`src/rtl/my_pkg.sv`:
```
// RISCV-Lite shared pipeline types.
// Fetch-stage constants and the fetch buffer entry.
package my_pkg;

    localparam logic [31:0] NOP_INSTR = 32'h0000_0013;

    typedef struct packed {
        logic [31:0] pc;
        logic [31:0] instr;
    } fetch_entry;

endpackage

```
`src/rtl/instr_fifo.sv`:
```
// Synchronous FIFO holding fetched {pc, instr} pairs.
// Flush clears all entries and wins over push/pop.
module instr_fifo
    import my_pkg::*;
#(
    parameter int DEPTH = 2,
    localparam int AW = $clog2(DEPTH),
    localparam int CW = $clog2(DEPTH + 1)
) (
    input  logic          clk,
    input  logic          rst,
    input  logic          push_i,
    input  logic          pop_i,
    input  logic          flush_i,
    input  fetch_entry    wdata_i,
    output fetch_entry    rdata_o,
    output logic [CW-1:0] count_o
);

    localparam logic [CW-1:0] FULL = DEPTH[CW-1:0];

    fetch_entry    mem_q [DEPTH];
    logic [AW-1:0] rd_q;
    logic [AW-1:0] wr_q;
    logic [CW-1:0] cnt_q;
    logic          do_push;
    logic          do_pop;

    assign do_push = push_i && !flush_i;
    assign do_pop  = pop_i && (cnt_q != '0) && !flush_i;

    always_ff @(posedge clk) begin
        if (rst || flush_i) begin
            rd_q  <= '0;
            wr_q  <= '0;
            cnt_q <= '0;
        end else begin
            if (do_push) wr_q <= wr_q + AW'(1);
            if (do_pop)  rd_q <= rd_q + AW'(1);
            cnt_q <= cnt_q + CW'(do_push) - CW'(do_pop);
        end
    end

    always_ff @(posedge clk) begin
        if (do_push) mem_q[wr_q] <= wdata_i;
    end

    assign rdata_o = mem_q[rd_q];
    assign count_o = cnt_q;

    // Upstream credit accounting must make this unreachable.
    assert property (@(posedge clk) disable iff (rst)
        !(do_push && !do_pop && cnt_q == FULL));

endmodule

```
`src/rtl/fetch_unit.sv`:
```
// RISCV-Lite instruction fetch: PC, in-order imem requests,
// response buffering and redirect handling.
module fetch_unit
    import my_pkg::*;
#(
    parameter logic [31:0] RESET_PC = 32'h0040_0000,
    parameter int          DEPTH    = 2
) (
    input  logic        clk,
    input  logic        rst,
    output logic        imem_req,
    output logic [31:0] imem_addr,
    input  logic        imem_gnt,
    input  logic        imem_rvalid,
    input  logic [31:0] imem_rdata,
    input  logic        redirect_valid,
    input  logic [31:0] redirect_pc,
    input  logic        stall,
    output logic        if_valid,
    output logic [31:0] if_instr,
    output logic [31:0] if_pc
);

    localparam int          CW    = $clog2(DEPTH + 1);
    localparam logic [CW:0] LIMIT = DEPTH[CW:0];

    logic [31:0]   fetch_pc_q;
    logic [31:0]   fetch_pc_d;
    logic [31:0]   resp_pc_q;
    logic [31:0]   resp_pc_d;
    logic [CW-1:0] out_q;
    logic [CW-1:0] out_d;
    logic [CW-1:0] drop_q;
    logic [CW-1:0] drop_d;
    logic [CW-1:0] count;
    logic [CW:0]   credit;
    logic [31:0]   target;
    logic          pop;
    logic          push;
    logic          drop;
    logic          handshake;
    fetch_entry    head;
    fetch_entry    wentry;
    logic          unused_pc_bits;

    assign unused_pc_bits = ^redirect_pc[1:0];
    assign target         = {redirect_pc[31:2], 2'b00};

    // Buffered plus in-flight words may never exceed the buffer size.
    assign credit    = {1'b0, count} + {1'b0, out_q};
    assign if_valid  = count != '0;
    assign pop       = if_valid && !stall;
    assign imem_req  = !rst && !redirect_valid
                     && ((credit < LIMIT) || pop);
    assign imem_addr = fetch_pc_q;
    assign handshake = imem_req && imem_gnt;
    assign drop      = imem_rvalid && (drop_q != '0);
    assign push      = imem_rvalid && !drop && !redirect_valid;

    assign wentry.pc    = resp_pc_q;
    assign wentry.instr = imem_rdata;

    assign if_instr = if_valid ? head.instr : NOP_INSTR;
    assign if_pc    = if_valid ? head.pc : resp_pc_q;

    always_comb begin
        out_d      = out_q + CW'(handshake) - CW'(imem_rvalid);
        fetch_pc_d = fetch_pc_q;
        resp_pc_d  = resp_pc_q;
        drop_d     = drop_q;
        if (redirect_valid) begin
            fetch_pc_d = target;
            resp_pc_d  = target;
            drop_d     = out_d;
        end else begin
            if (handshake) fetch_pc_d = fetch_pc_q + 32'd4;
            if (push)      resp_pc_d  = resp_pc_q + 32'd4;
            if (drop)      drop_d     = drop_q - CW'(1);
        end
    end

    always_ff @(posedge clk) begin
        if (rst) begin
            fetch_pc_q <= RESET_PC;
            resp_pc_q  <= RESET_PC;
            out_q      <= '0;
            drop_q     <= '0;
        end else begin
            fetch_pc_q <= fetch_pc_d;
            resp_pc_q  <= resp_pc_d;
            out_q      <= out_d;
            drop_q     <= drop_d;
        end
    end

    instr_fifo #(
        .DEPTH (DEPTH)
    ) u_fifo (
        .clk     (clk),
        .rst     (rst),
        .push_i  (push),
        .pop_i   (pop),
        .flush_i (redirect_valid),
        .wdata_i (wentry),
        .rdata_o (head),
        .count_o (count)
    );

endmodule

```
`config.mk`:
```
export PLATFORM = sky130hd
export DESIGN_NAME = fetch_unit
export DESIGN_NICKNAME = d
export VERILOG_FILES = /design/src/rtl/my_pkg.sv /design/src/rtl/instr_fifo.sv /design/src/rtl/fetch_unit.sv
export SDC_FILE = /design/constraint.sdc
export NUM_CORES = 1
export LEC_CHECK = 0
export ABC_CLOCK_PERIOD_IN_PS = 8600
export CAP_MARGIN = 10
export CORE_MARGIN = 2
export CORE_UTILIZATION = 53
export DETAILED_ROUTE_END_ITERATION = 7
export GPL_ROUTABILITY_DRIVEN = 0
export PLACE_DENSITY = 0.81
export SLEW_MARGIN = 20
export SYNTH_ARGS = -nofsm -noshare
export SYNTH_HDL_FRONTEND = slang
export SYNTH_SLANG_ARGS = --single-unit
```
`constraint.sdc`:
```
create_clock -name clk -period 8.6 [get_ports clk]
set_input_delay 1.29 -clock clk [delete_from_list [all_inputs] [get_ports clk]]
set_output_delay 1.29 -clock clk [all_outputs]
set_load 0.005 [all_outputs]
```
# Yosys cells after proc, flatten, opt, wreduce, memory -nomap -nowiden
# Memory sizes are Yosys's and may differ from the RTL's. A register that Yosys moved wholly into a read port is not among the register bits.
# Cells that the tools add are included.
# totals
regBits	72
ram_bits	128
memories	1
# op_classes
addsub	10
order_cmp	1
mux	12
n_reduce_logical	22
# memory_table
memory	depth	width	rd	rd_clocked_by_memory_dff	wr	line	text
u_fifo.mem_q	2	64	1	1	1	instr_fifo.sv:22	fetch_entry mem_q [DEPTH];
# ops
operator	count
2-to-1 mux 32 bit	6
adder 32 x 3 -> 32 bit (second input constant)	2
logical AND 1 bit	10
nonzero test 2 bit	5
adder 2 x 1 -> 2 bit	2
logical NOT 1 bit	4
2-to-1 mux 1 bit	4
2-to-1 mux 2 bit	2
subtractor 2 x 1 -> 2 bit	2
adder 2 x 2 -> 3 bit	1
less-than comparator 3 x 2 -> 1 bit (second input constant)	1
adder 1 bit (second input constant)	2
logical OR 1 bit	2
OR reduction 2 bit	1
subtractor 2 x 1 -> 2 bit (second input constant)	1

# Logic depth before layout (Yosys ltp)
# Gate-level depths: netlist (run 1).
# logic_depth
word_depth	8
ltp_mapped	11
depth_no_buf	11

# Modules after synthesis
# Synthesis (run 1) repeated with hierarchy kept, for this count alone.
# hier_totals
cells_unflattened	782
hier_area_um2	9669.3
# by_module_without_submodules
module	instances	cells_each	area_per_inst_um2	seq_area_each_um2
instr_fifo	1	222	5159.9	3943.8
fetch_unit	1	560	4509.3	1281.2

# Worst setup path after synthesis (run 1)
# No wires, ideal clock.
# synth_path
kind	input -> register
start	input redirect_valid
end	memory u_fifo.mem_q[0][0] (netlist name) (enable)
arrival_time_ps	6084
required_ps	8042
path_slack_ps	1959
stages	4
n_path_buf	3
path_cell_list	buf_6 -> clkbuf_1 -> clkbuf_1 -> nor3_1
# synth_between
elab_chain_len	5
# synth_lines
element	line	text
start: declaration	fetch_unit.sv:16	input logic redirect_valid,
logical NOT 1 bit (*)	instr_fifo.sv:29, fetch_unit.sv:58	
logical AND 1 bit	fetch_unit.sv:58	assign push = imem_rvalid && !drop && !redirect_valid;
logical AND 1 bit (*)	instr_fifo.sv:29	assign do_push = push_i && !flush_i;
2-to-1 mux 1 bit (*)	instr_fifo.sv:45	if (do_push) mem_q[wr_q] <= wdata_i;
2-to-1 mux 1 bit (implied by the code) (*)	instr_fifo.sv:45	
end: declaration	instr_fifo.sv:22	
# Mark *: on every way between the ends. The rest lies on a longest branch, timed or not.

# Worst setup path after layout (run 1)
# layout_path
start	input redirect_valid
end	output imem_req
# layout_between
elab_chain_len	3
# layout_lines
element	line	text
logical NOT 1 bit	fetch_unit.sv:53	assign imem_req = !rst && !redirect_valid
logical AND 1 bit	fetch_unit.sv:53	
logical AND 1 bit	fetch_unit.sv:54	&& ((credit < LIMIT) || pop);
end: declaration	fetch_unit.sv:11	output logic imem_req,
# No other way between the ends.

==> impl_metrics.json, run 1 <==
{
  "grt_pass1_wl_mm": 32.69,
  "via_per_inst": 5.868,
  "fp.dieW_um": 134.3,
  "synthArstFlopShare": 0,
  "root_buffer": "clkbuf_16",
  "drive_gt1_frac": 0.05090,
  "clk_pin_slew_worst_paths_ns": 0.06,
  "status": "finished clean",
  "r2r_end": "drop_q[1]$_SDFFE_PP0P_",
  "syn_inst": 794,
  "start_util": 0.5429,
  "grt_max_degree": 91,
  "grt_pass1_vias": 6287,
  "numCtsBuffers": 17,
  "wire_per_inst_um": 17.95,
  "p_seq_frac": 0.497,
  "wirelength_mm": 20.87,
  "yosysSeqAreaShare": 0.5671,
  "fin_cells": 1163,
  "syn_area_per_cell_um2": 11.34,
  "num_antenna_cells": 0,
  "die_area_um2": 18040,
  "ir_drop_v": 0.0001474,
  "post-cts-setup-buffers": 0,
  "drc": 0,
  "synth-seq-cells": 193,
  "synth_edf_count": 124,
  "first_pass_iters": 7,
  "clock-sinks": 193,
  "post-route-min-period_ns": 4.648,
  "period_share": 0.5404,
  "final-setup-viol-count": 0,
  "io-pin-count": 168,
  "clock_skew_ns": 0.01486,
  "worstSkewPairLatency_ns": 0.44,
  "critPathLaunch": "redirect_valid",
  "worst_pin_slew_ns": 1.102,
  "yosysWarnings": 0,
  "layout.nets": 1008,
  "required_ns": 7.31,
  "track_usage": 0.2299,
  "whs_ns": 0.5152,
  "r2r_start": "u_fifo.count_o[1]$_SDFF_PP0_",
  "power.switching_uw": 519.9,
  "swShare": 0.2370,
  "relSlewSlack": 0.2655,
  "hold_class": "reg2reg",
  "drtIter0Drc": 530,
  "tns_ns": 0,
  "r2r_cells": 11,
  "cp.arrival_ns": 3.36,
  "hold_viol_final": 0,
  "gr-total-overflow": 0,
  "place_hpwl_mm": 13.74,
  "powerDensity_nw_per_um2": 193.0,
  "num_rows": 47,
  "rsz0062_at_grt": "false",
  "syn_area_um2": 9002,
  "num_vias": 6825,
  "comb_power_share": 0.123,
  "postLayoutCellArea_um2": 11360,
  "rrSetupSlack_ns": 5.75,
  "slew_viol_final": 0,
  "post_cts_resized": 0,
  "p_leak_uw": 0.003654,
  "path_max_fanout": 45,
  "maxCapViolCount": 0,
  "critPathLaunchType": "input pin",
  "antenna_found_initial": 0,
  "fmax_ghz": 0.2152,
  "cts_buffer_depth": 2,
  "power.share.clock": 0.381,
  "antenna_left": 0,
  "end_kind": "output port",
  "tritoncts": "yes",
  "synthToLayoutAreaGrowth_pct": 26.20,
  "synth_flop_cell": "edfxtp_1",
  "path_class": "in2out",
  "htree_levels": 4,
  "synth.distinct_cells": 64,
  "post_dp_cell_area_um2": 10730,
  "postCtsHoldBufs": 0,
  "core_area_um2": 16580,
  "dp_cells": 1131,
  "die_h_um": 134.3,
  "worstSetupEndpoint": "imem_req",
  "p_int_uw": 1673,
  "port_buffers": 161
}
==> cells in the mapped netlist (16+ instances only) <==
cell type | count | share of area
edfxtp_1 | 124 | 0.41
dfxtp_1 | 69 | 0.15
nand2_1 | 69 | 0.029
mux2i_1 | 63 | 0.070
nor2_1 | 56 | 0.023
o21ai_0 | 38 | 0.021
clkbuf_1 | 36 | 0.015
o21a_1 | 21 | 0.018
o31a_1 | 21 | 0.020
nand4_1 | 18 | 0.013
and2_1 | 16 | 0.011
nand3_1 | 16 | 0.0089
==> how the worst min path moves through the flow <==
stage	startpoint	endpoint	slack, ns	cells after the start
global placement	resp_pc_q[12]$_SDFFE_PP0P_	u_fifo.mem_q[0][44]$_DFFE_PP_	0.49	0
detailed placement	resp_pc_q[12]$_SDFFE_PP0P_	u_fifo.mem_q[0][44]$_DFFE_PP_	0.50	0
floorplan	resp_pc_q[8]$_SDFFE_PP0P_	u_fifo.mem_q[0][40]$_DFFE_PP_	0.46	0
CTS	resp_pc_q[12]$_SDFFE_PP0P_	u_fifo.mem_q[0][44]$_DFFE_PP_	0.52	0
finish	resp_pc_q[12]$_SDFFE_PP0P_	u_fifo.mem_q[0][44]$_DFFE_PP_	0.52	0
global route	resp_pc_q[12]$_SDFFE_PP0P_	u_fifo.mem_q[1][44]$_DFFE_PP_	0.54	0
==> worst max-delay path: stages <==
cell	delay (ns)
clkdlybuf4s50_1	0.45
buf_4	0.41
or2_0	0.58
a21oi_1	0.14
clkdlybuf4s50_1	0.48
==> area by class of cell <==
cell class | count | area (µm²)
Multi-Input combinational cell | 533 | 3617
Timing Repair Buffer | 168 | 1664
Clock inverter | 14 | 202.7
Fill cell | 1259 | 5223
Inverter | 17 | 63.81
Tap cell | 220 | 275.3
Sequential cell | 193 | 5109
Clock buffer | 18 | 429.2
==> power by group through the flow <==
stage                     logic [µW]  registers [µW]  clock network [µW]
after floorplan                  140            1100                   0
after global placement           263            1100                   0
after detailed placement         267            1110                   0
after CTS                        270            1090                 846
after global routing             295            1100                 881
final                            269            1090                 835
==> per-stage QoR <==
step           power, µW  utilization  worst slack (ns)
6_report            2193       0.6851             3.952
5_1_grt             2272       0.6851             3.888
4_1_cts             2204       0.6851             3.973
3_5_place_dp        1375       0.6470             3.983
3_3_place_gp        1368       0.6470             3.982
2_1_floorplan       1236            -             1.959
==> state kept, by name, indices dropped and copies added, names as in the netlist, named ones only <==
| register | flops |
|---|---|
| out_q | 2 |
| drop_q | 2 |
| resp_pc_q | 30 |
| u_fifo.count_o | 2 |
| u_fifo.rd_q | 1 |
| imem_addr | 30 |
| u_fifo.mem_q | 124 |
| u_fifo.wr_q | 1 |
==> cells by family (layout without fill, tap and decap cells) <==
kind of cell | count (synthesis) | in the layout | synth area share
AOI/OAI and AO/OA | 180 | 180 | 0.1458
other | 1 | 4 | 0.0004166
xor gates and xnor gates | 21 | 21 | 0.02043
muxes | 63 | 63 | 0.07005
DFF | 193 | 193 | 0.5671
adders and majority gates | 8 | 8 | 0.01195
buffers and inverters | 71 | 217 | 0.03391
and+or+nand+nor | 257 | 257 | 0.1504
==> placed cells by master, fill, tap and decap left out, types with 4 or more instances in the layout <==
cell type,count
ha_1,7
nor3_1,10
o31a_1,21
and2_1,15
and3_1,6
mux2i_1,63
nand2_1,69
o311ai_0,6
edfxtp_1,124
dfxtp_1,68
a31oi_1,15
or3_1,10
nor4_1,10
buf_4,7
bufinv_16,4
nand4_1,18
inv_1,14
nand3_1,16
clkdlybuf4s50_1,161
a21boi_0,15
nand2b_1,4
xor2_1,11
and4_1,14
conb_1,4
a311oi_1,6
xnor2_1,10
o311a_1,5
o31ai_1,7
o21a_1,21
clkbuf_16,17
or4_1,12
nor2_1,55
o211ai_1,15
o21ai_0,38
or4b_1,4
a21oi_1,11
==> metal layers <==
layer,global-route usage,part of all wire
met5,0,0
met1,0.3287,0.45
met4,0.08012,0.022
met3,0.04611,0.072
met2,0.3515,0.45
No activity file was read; power rests on OpenSTA's default activity.
==> run 2, diff against run 1 <==
--- a/config.mk
+++ b/config.mk
@@ -5,13 +5,13 @@
 export SDC_FILE = /design/constraint.sdc
 export NUM_CORES = 1
 export LEC_CHECK = 0
-export ABC_CLOCK_PERIOD_IN_PS = 8600
+export ABC_CLOCK_PERIOD_IN_PS = 3800
 export CAP_MARGIN = 10
 export CORE_MARGIN = 2
-export CORE_UTILIZATION = 53
+export CORE_UTILIZATION = 48
 export DETAILED_ROUTE_END_ITERATION = 7
 export GPL_ROUTABILITY_DRIVEN = 0
-export PLACE_DENSITY = 0.81
+export PLACE_DENSITY = 0.77
 export SLEW_MARGIN = 20
 export SYNTH_ARGS = -nofsm -noshare
 export SYNTH_HDL_FRONTEND = slang
==> constraint.sdc (replaced) <==
create_clock -name clk -period 3.8 [get_ports clk]
set_input_delay 0.57 -clock clk [delete_from_list [all_inputs] [get_ports clk]]
set_output_delay 0.57 -clock clk [all_outputs]
set_load 0.005 [all_outputs]
==> run 2 against run 1 <==
Net effect: combinational power is 130% higher; hold slack better by 0.0063 ns; final cell count is 1.8% higher; highest routed layer unchanged; routed wire length increased by 4.1%; core utilization decreased by 6.9 points; design area grew 0.72%; via count is 1.6% higher; first-iteration DRC count decreased by 7.9%.
==> impl_metrics.json, run 2 (synthesis results as in run 1) <==
{
  "hold_viol_final": 0,
  "end_kind": "output port",
  "root_buffer": "clkbuf_16",
  "layout_common_cells": "clkdlybuf4s50_1 (161), edfxtp_1 (124), nand2_1 (69)",
  "p_leak_uw": 0.003693,
  "post-route-min-period_ns": 3.022,
  "r2r_end": "drop_q[1]$_SDFFE_PP0P_",
  "postLayoutCellArea_um2": 11440,
  "slew_viol_final": 0,
  "path_class": "reg2out",
  "num_antenna_cells": 0,
  "cts_buffer_depth": 2,
  "r2r_start": "u_fifo.count_o[1]$_SDFF_PP0_",
  "wirelength_mm": 21.74,
  "dp_cells": 1152,
  "track_usage": 0.2219,
  "fp.dieW_um": 141.0,
  "first_pass_iters": 4,
  "post_cts_resized": 0,
  "fmax_ghz": 0.3309,
  "cp.arrival_ns": 2.45,
  "powerDensity_nw_per_um2": 428.7,
  "largest_reg_flops": 124,
  "power.total_uw": 4905,
  "tritoncts": "yes",
  "die_area_um2": 19870,
  "maxCapViolCount": 0,
  "tns_ns": 0,
  "via_per_inst": 5.857,
  "relSlewSlack": 0.5111,
  "core_area_um2": 18580,
  "clock-sinks": 193,
  "min_to": "u_fifo.rd_q$_SDFFE_PP0P_",
  "io-pin-count": 168,
  "synthToLayoutAreaGrowth_pct": 27.10,
  "top_register": "u_fifo.mem_q",
  "hold_class": "reg2reg",
  "die_h_um": 141.0,
  "fillers": 1489,
  "critPathLaunchType": "flip-flop",
  "place_hpwl_mm": 14.59,
  "numCtsBuffers": 17,
  "gr-total-overflow": 0,
  "antenna_found_initial": 0,
  "required_ns": 3.23,
  "post_dp_cell_area_um2": 10840,
  "grt_max_degree": 91,
  "post-cts-setup-buffers": 0,
  "critPathLaunch": "u_fifo.count_o[1]$_SDFF_PP0_",
  "rsz0062_at_grt": "false",
  "grt_pass1_vias": 6674,
  "postCtsHoldBufs": 0,
  "path_max_fanout": 5,
  "fin_cells": 1184,
  "port_buffers": 161,
  "num_rows": 50,
  "grt_pass1_wl_mm": 34.86,
  "drc": 0,
  "num_vias": 6935,
  "antenna_left": 0,
  "worstHoldStart": "u_fifo.rd_q$_SDFFE_PP0P_",
  "clock_skew_ns": 0.02049,
  "layout_commonest_cell": "clkdlybuf4s50_1",
  "status": "finished clean",
  "rrSetupSlack_ns": 0.96,
  "clk_pin_slew_worst_paths_ns": 0.07,
  "holdPathStages": 2,
  "start_util": 0.4845,
  "final-setup-viol-count": 0,
  "r2r_cells": 11,
  "wire_per_inst_um": 18.36,
  "whs_ns": 0.5215,
  "period_share": 0.7953,
  "htree_levels": 4,
  "layout.nets": 1015,
  "worst_pin_slew_ns": 0.7284,
  "ir_drop_v": 0.0003450,
  "worstSkewPairLatency_ns": 0.44,
  "drive_gt1_frac": 0.05895,
  "drtIter0Drc": 488
}
run 2: worst max path at each step:
| stage | depth (start not counted) | to | slack (ns) |
|---|---|---|---|
| 6_report | 5 | imem_req | 0.78 |
| 5_1_grt | 5 | imem_req | 0.59 |
| 4_1_cts | 4 | if_instr[15] | 0.77 |
| 3_5_place_dp | 10 | drop_q[1]$_SDFFE_PP0P_ | 0.89 |
| 3_3_place_gp | 10 | drop_q[1]$_SDFFE_PP0P_ | 0.92 |
| 2_1_floorplan | 4 | u_fifo.mem_q[0][0]$_DFFE_PP_ | 0.74 |
run 2: per-stage QoR:
step | setup WS [ns] | util
CTS | 0.7703 | 0.6158
global placement | 0.9182 | 0.5836
detailed placement | 0.8875 | 0.5836
global route | 0.5912 | 0.6158
finish | 0.7779 | 0.6158
floorplan | 0.7437 | -
run 2: power by group:
group          leakage [µW]  total [µW]  switching, µW  internal, µW
sequential          0.00171        2460            106          2360
clock              0.000293        1810            823           991
combinational       0.00169         629            301           328
run 2: final cells by class:
class | instances | area, µm² | share of cell area
Sequential cell | 193 | 5109 | 0.4465
Multi-Input combinational cell | 533 | 3623 | 0.3167
Timing Repair Buffer | 175 | 1754 | 0.1533
Clock buffer | 17 | 425.4 | 0.03718
Tap cell | 234 | 292.8 | 0.02559
Clock inverter | 15 | 173.9 | 0.01520
Inverter | 17 | 63.81 | 0.005577
run 2: per-layer routing:
metal	up-vias	part of all wire	wire length [µm]	GRT usage
li1	3327	-	-	-
met2	280	0.46	9993	0.3456
met1	3303	0.45	9831	0.3064
met4	0	0.013	288	0.07053
met3	25	0.075	1622	0.05707
met5	-	0	0	0
run 2: critical path, cell delays in order, from the launching register on:
cell	delay, ns
dfxtp_1	0.44
inv_1	0.12
fa_1	0.53
nand2_1	0.16
a21oi_1	0.24
clkdlybuf4s50_1	0.54
==> run 3, diff against run 2 <==
--- a/config.mk
+++ b/config.mk
@@ -5,13 +5,13 @@
 export SDC_FILE = /design/constraint.sdc
 export NUM_CORES = 1
 export LEC_CHECK = 0
-export ABC_CLOCK_PERIOD_IN_PS = 3800
+export ABC_CLOCK_PERIOD_IN_PS = 2900
 export CAP_MARGIN = 10
 export CORE_MARGIN = 2
-export CORE_UTILIZATION = 48
+export CORE_UTILIZATION = 53
 export DETAILED_ROUTE_END_ITERATION = 7
 export GPL_ROUTABILITY_DRIVEN = 0
-export PLACE_DENSITY = 0.77
+export PLACE_DENSITY = 0.81
 export SLEW_MARGIN = 20
 export SYNTH_ARGS = -nofsm -noshare
 export SYNTH_HDL_FRONTEND = slang
==> constraint.sdc (replaced) <==
create_clock -name clk -period 2.9 [get_ports clk]
set_input_delay 0.435 -clock clk [delete_from_list [all_inputs] [get_ports clk]]
set_output_delay 0.435 -clock clk [all_outputs]
set_load 0.005 [all_outputs]
==> run 3 against run 2 <==
Net effect: core utilization increased by 8.4 points; power is 33% higher; clock skew decreased by 0.0094 ns; design area grew 1.5%; worst setup slack worse by 0.65 ns; global-route usage is 2.4 points higher; final cell count hardly changed; largest cell class unchanged; largest power group unchanged; highest routed layer unchanged.
==> impl_metrics.json, run 3 (synthesis results as in run 1) <==
{
  "status": "finished clean",
  "cts_buffer_depth": 2,
  "root_buffer": "clkbuf_16",
  "worst_pin_slew_ns": 0.7353,
  "grt_max_degree": 63,
  "path_class": "reg2out",
  "layout_commonest_cell": "clkdlybuf4s50_1",
  "wire_per_inst_um": 18.34,
  "drtIter0Drc": 506,
  "drc": 0,
  "antenna_found_initial": 0,
  "rrSetupSlack_ns": 0.23,
  "min_to": "imem_addr[3]$_SDFFE_PP0P_",
  "holdPathStages": 2,
  "num_rows": 47,
  "postLayoutCellArea_um2": 11610,
  "r2r_cells": 11,
  "fp.dieW_um": 134.3,
  "die_h_um": 134.3,
  "post-cts-setup-buffers": 0,
  "gr-total-overflow": 0,
  "period_share": 0.9543,
  "post_dp_cell_area_um2": 10980,
  "largest_reg_flops": 124,
  "antenna_left": 0,
  "path_max_fanout": 5,
  "clk_pin_slew_worst_paths_ns": 0.07,
  "core_area_um2": 16580,
  "first_pass_iters": 5,
  "cp.arrival_ns": 2.33,
  "slew_viol_final": 0,
  "wirelength_mm": 21.74,
  "hold_viol_final": 0,
  "clock_skew_ns": 0.01111,
  "powerDensity_nw_per_um2": 563.2,
  "num_vias": 7007,
  "track_usage": 0.2459,
  "grt_pass1_wl_mm": 34.95,
  "port_buffers": 161,
  "post-route-min-period_ns": 2.767,
  "numCtsBuffers": 17,
  "tns_ns": 0,
  "die_area_um2": 18040,
  "rsz0062_at_grt": "false",
  "final-setup-viol-count": 0,
  "synthToLayoutAreaGrowth_pct": 28.95,
  "maxCapViolCount": 0,
  "required_ns": 2.47,
  "start_util": 0.5429,
  "top_register": "u_fifo.mem_q",
  "io-pin-count": 168,
  "fillers": 1189,
  "num_antenna_cells": 0,
  "postCtsHoldBufs": 0,
  "relSlewSlack": 0.5065,
  "via_per_inst": 5.913,
  "htree_levels": 4,
  "clock-sinks": 193,
  "post_cts_resized": 0,
  "layout.nets": 1030,
  "worstSkewPairLatency_ns": 0.43,
  "multiInputGateArea_um2": 3623,
  "critPathLaunchType": "flip-flop",
  "r2r_start": "u_fifo.count_o[1]$_SDFF_PP0_",
  "drive_gt1_frac": 0.07358,
  "ir_drop_v": 0.0004618,
  "p_leak_uw": 0.003785,
  "r2r_end": "drop_q[1]$_SDFFE_PP0P_",
  "fmax_ghz": 0.3614,
  "worstHoldStart": "imem_addr[3]$_SDFFE_PP0P_",
  "place_hpwl_mm": 14.93,
  "layout_common_cells": "clkdlybuf4s50_1 (161), edfxtp_1 (124), nand2_1 (69)",
  "regArea_um2": 5111,
  "hold_class": "reg2reg",
  "power.total_uw": 6538,
  "tritoncts": "yes",
  "grt_pass1_vias": 6696,
  "end_kind": "output port"
}
==> run 3: metal layers <==
metal	share of wire	track usage
met1	0.44	0.3304
met3	0.080	0.06425
met4	0.017	0.07719
met2	0.47	0.3929
met5	0	0
==> run 3: area by class of cell <==
cell class / instances / area share
flip-flops and latches: 193 / 0.4403
clock buffers: 20 / 0.03848
inverters: 17 / 0.005497
repair buffers: 190 / 0.1644
well taps: 220 / 0.02371
clock inverters: 12 / 0.01552
multi-input cells: 533 / 0.3121
==> run 3: worst max path at each step <==
stage / start / to / slack (ns)
CTS: u_fifo.count_o[1]$_SDFF_PP0_ / imem_req / 0.03
global placement: u_fifo.count_o[1]$_SDFF_PP0_ / drop_q[1]$_SDFFE_PP0P_ / 0.28
finish: u_fifo.count_o[1]$_SDFF_PP0_ / imem_req / 0.13
detailed placement: u_fifo.count_o[1]$_SDFF_PP0_ / drop_q[1]$_SDFFE_PP0P_ / 0.23
floorplan: redirect_valid / u_fifo.mem_q[0][0]$_DFFE_PP_ / 0.006
global route: u_fifo.count_o[1]$_SDFF_PP0_ / imem_req / 0.02
==> run 3: power breakdown <==
| part | internal (µW) | switching, µW |
|---|---|---|
| Combinational | 444 | 403 |
| Sequential | 3090 | 137 |
| Clock | 1470 | 993 |
==> run 3: stage by stage <==
| stage | worst slack (ns) | utilization | hold slack [ns] | std cells |
|---|---|---|---|---|
| 2_1_floorplan | 0.006314 | - | 0.4636 | 797 |
| 3_3_place_gp | 0.2804 | 0.6618 | 0.4937 | 1153 |
| 3_5_place_dp | 0.2279 | 0.6618 | 0.5302 | 1153 |
| 4_1_cts | 0.02656 | 0.6996 | 0.5394 | 1185 |
| 5_1_grt | 0.01538 | 0.7000 | 0.5578 | 1185 |
| 6_report | 0.1326 | 0.7000 | 0.5326 | 1185 |
==> run 3: worst max-delay path, stage by stage (launching register included) <==
cell and delay, ns:
dfxtp_2 0.38, inv_1 0.09, fa_1 0.53, nand2_1 0.14
a21oi_1 0.22, clkdlybuf4s50_1 0.53
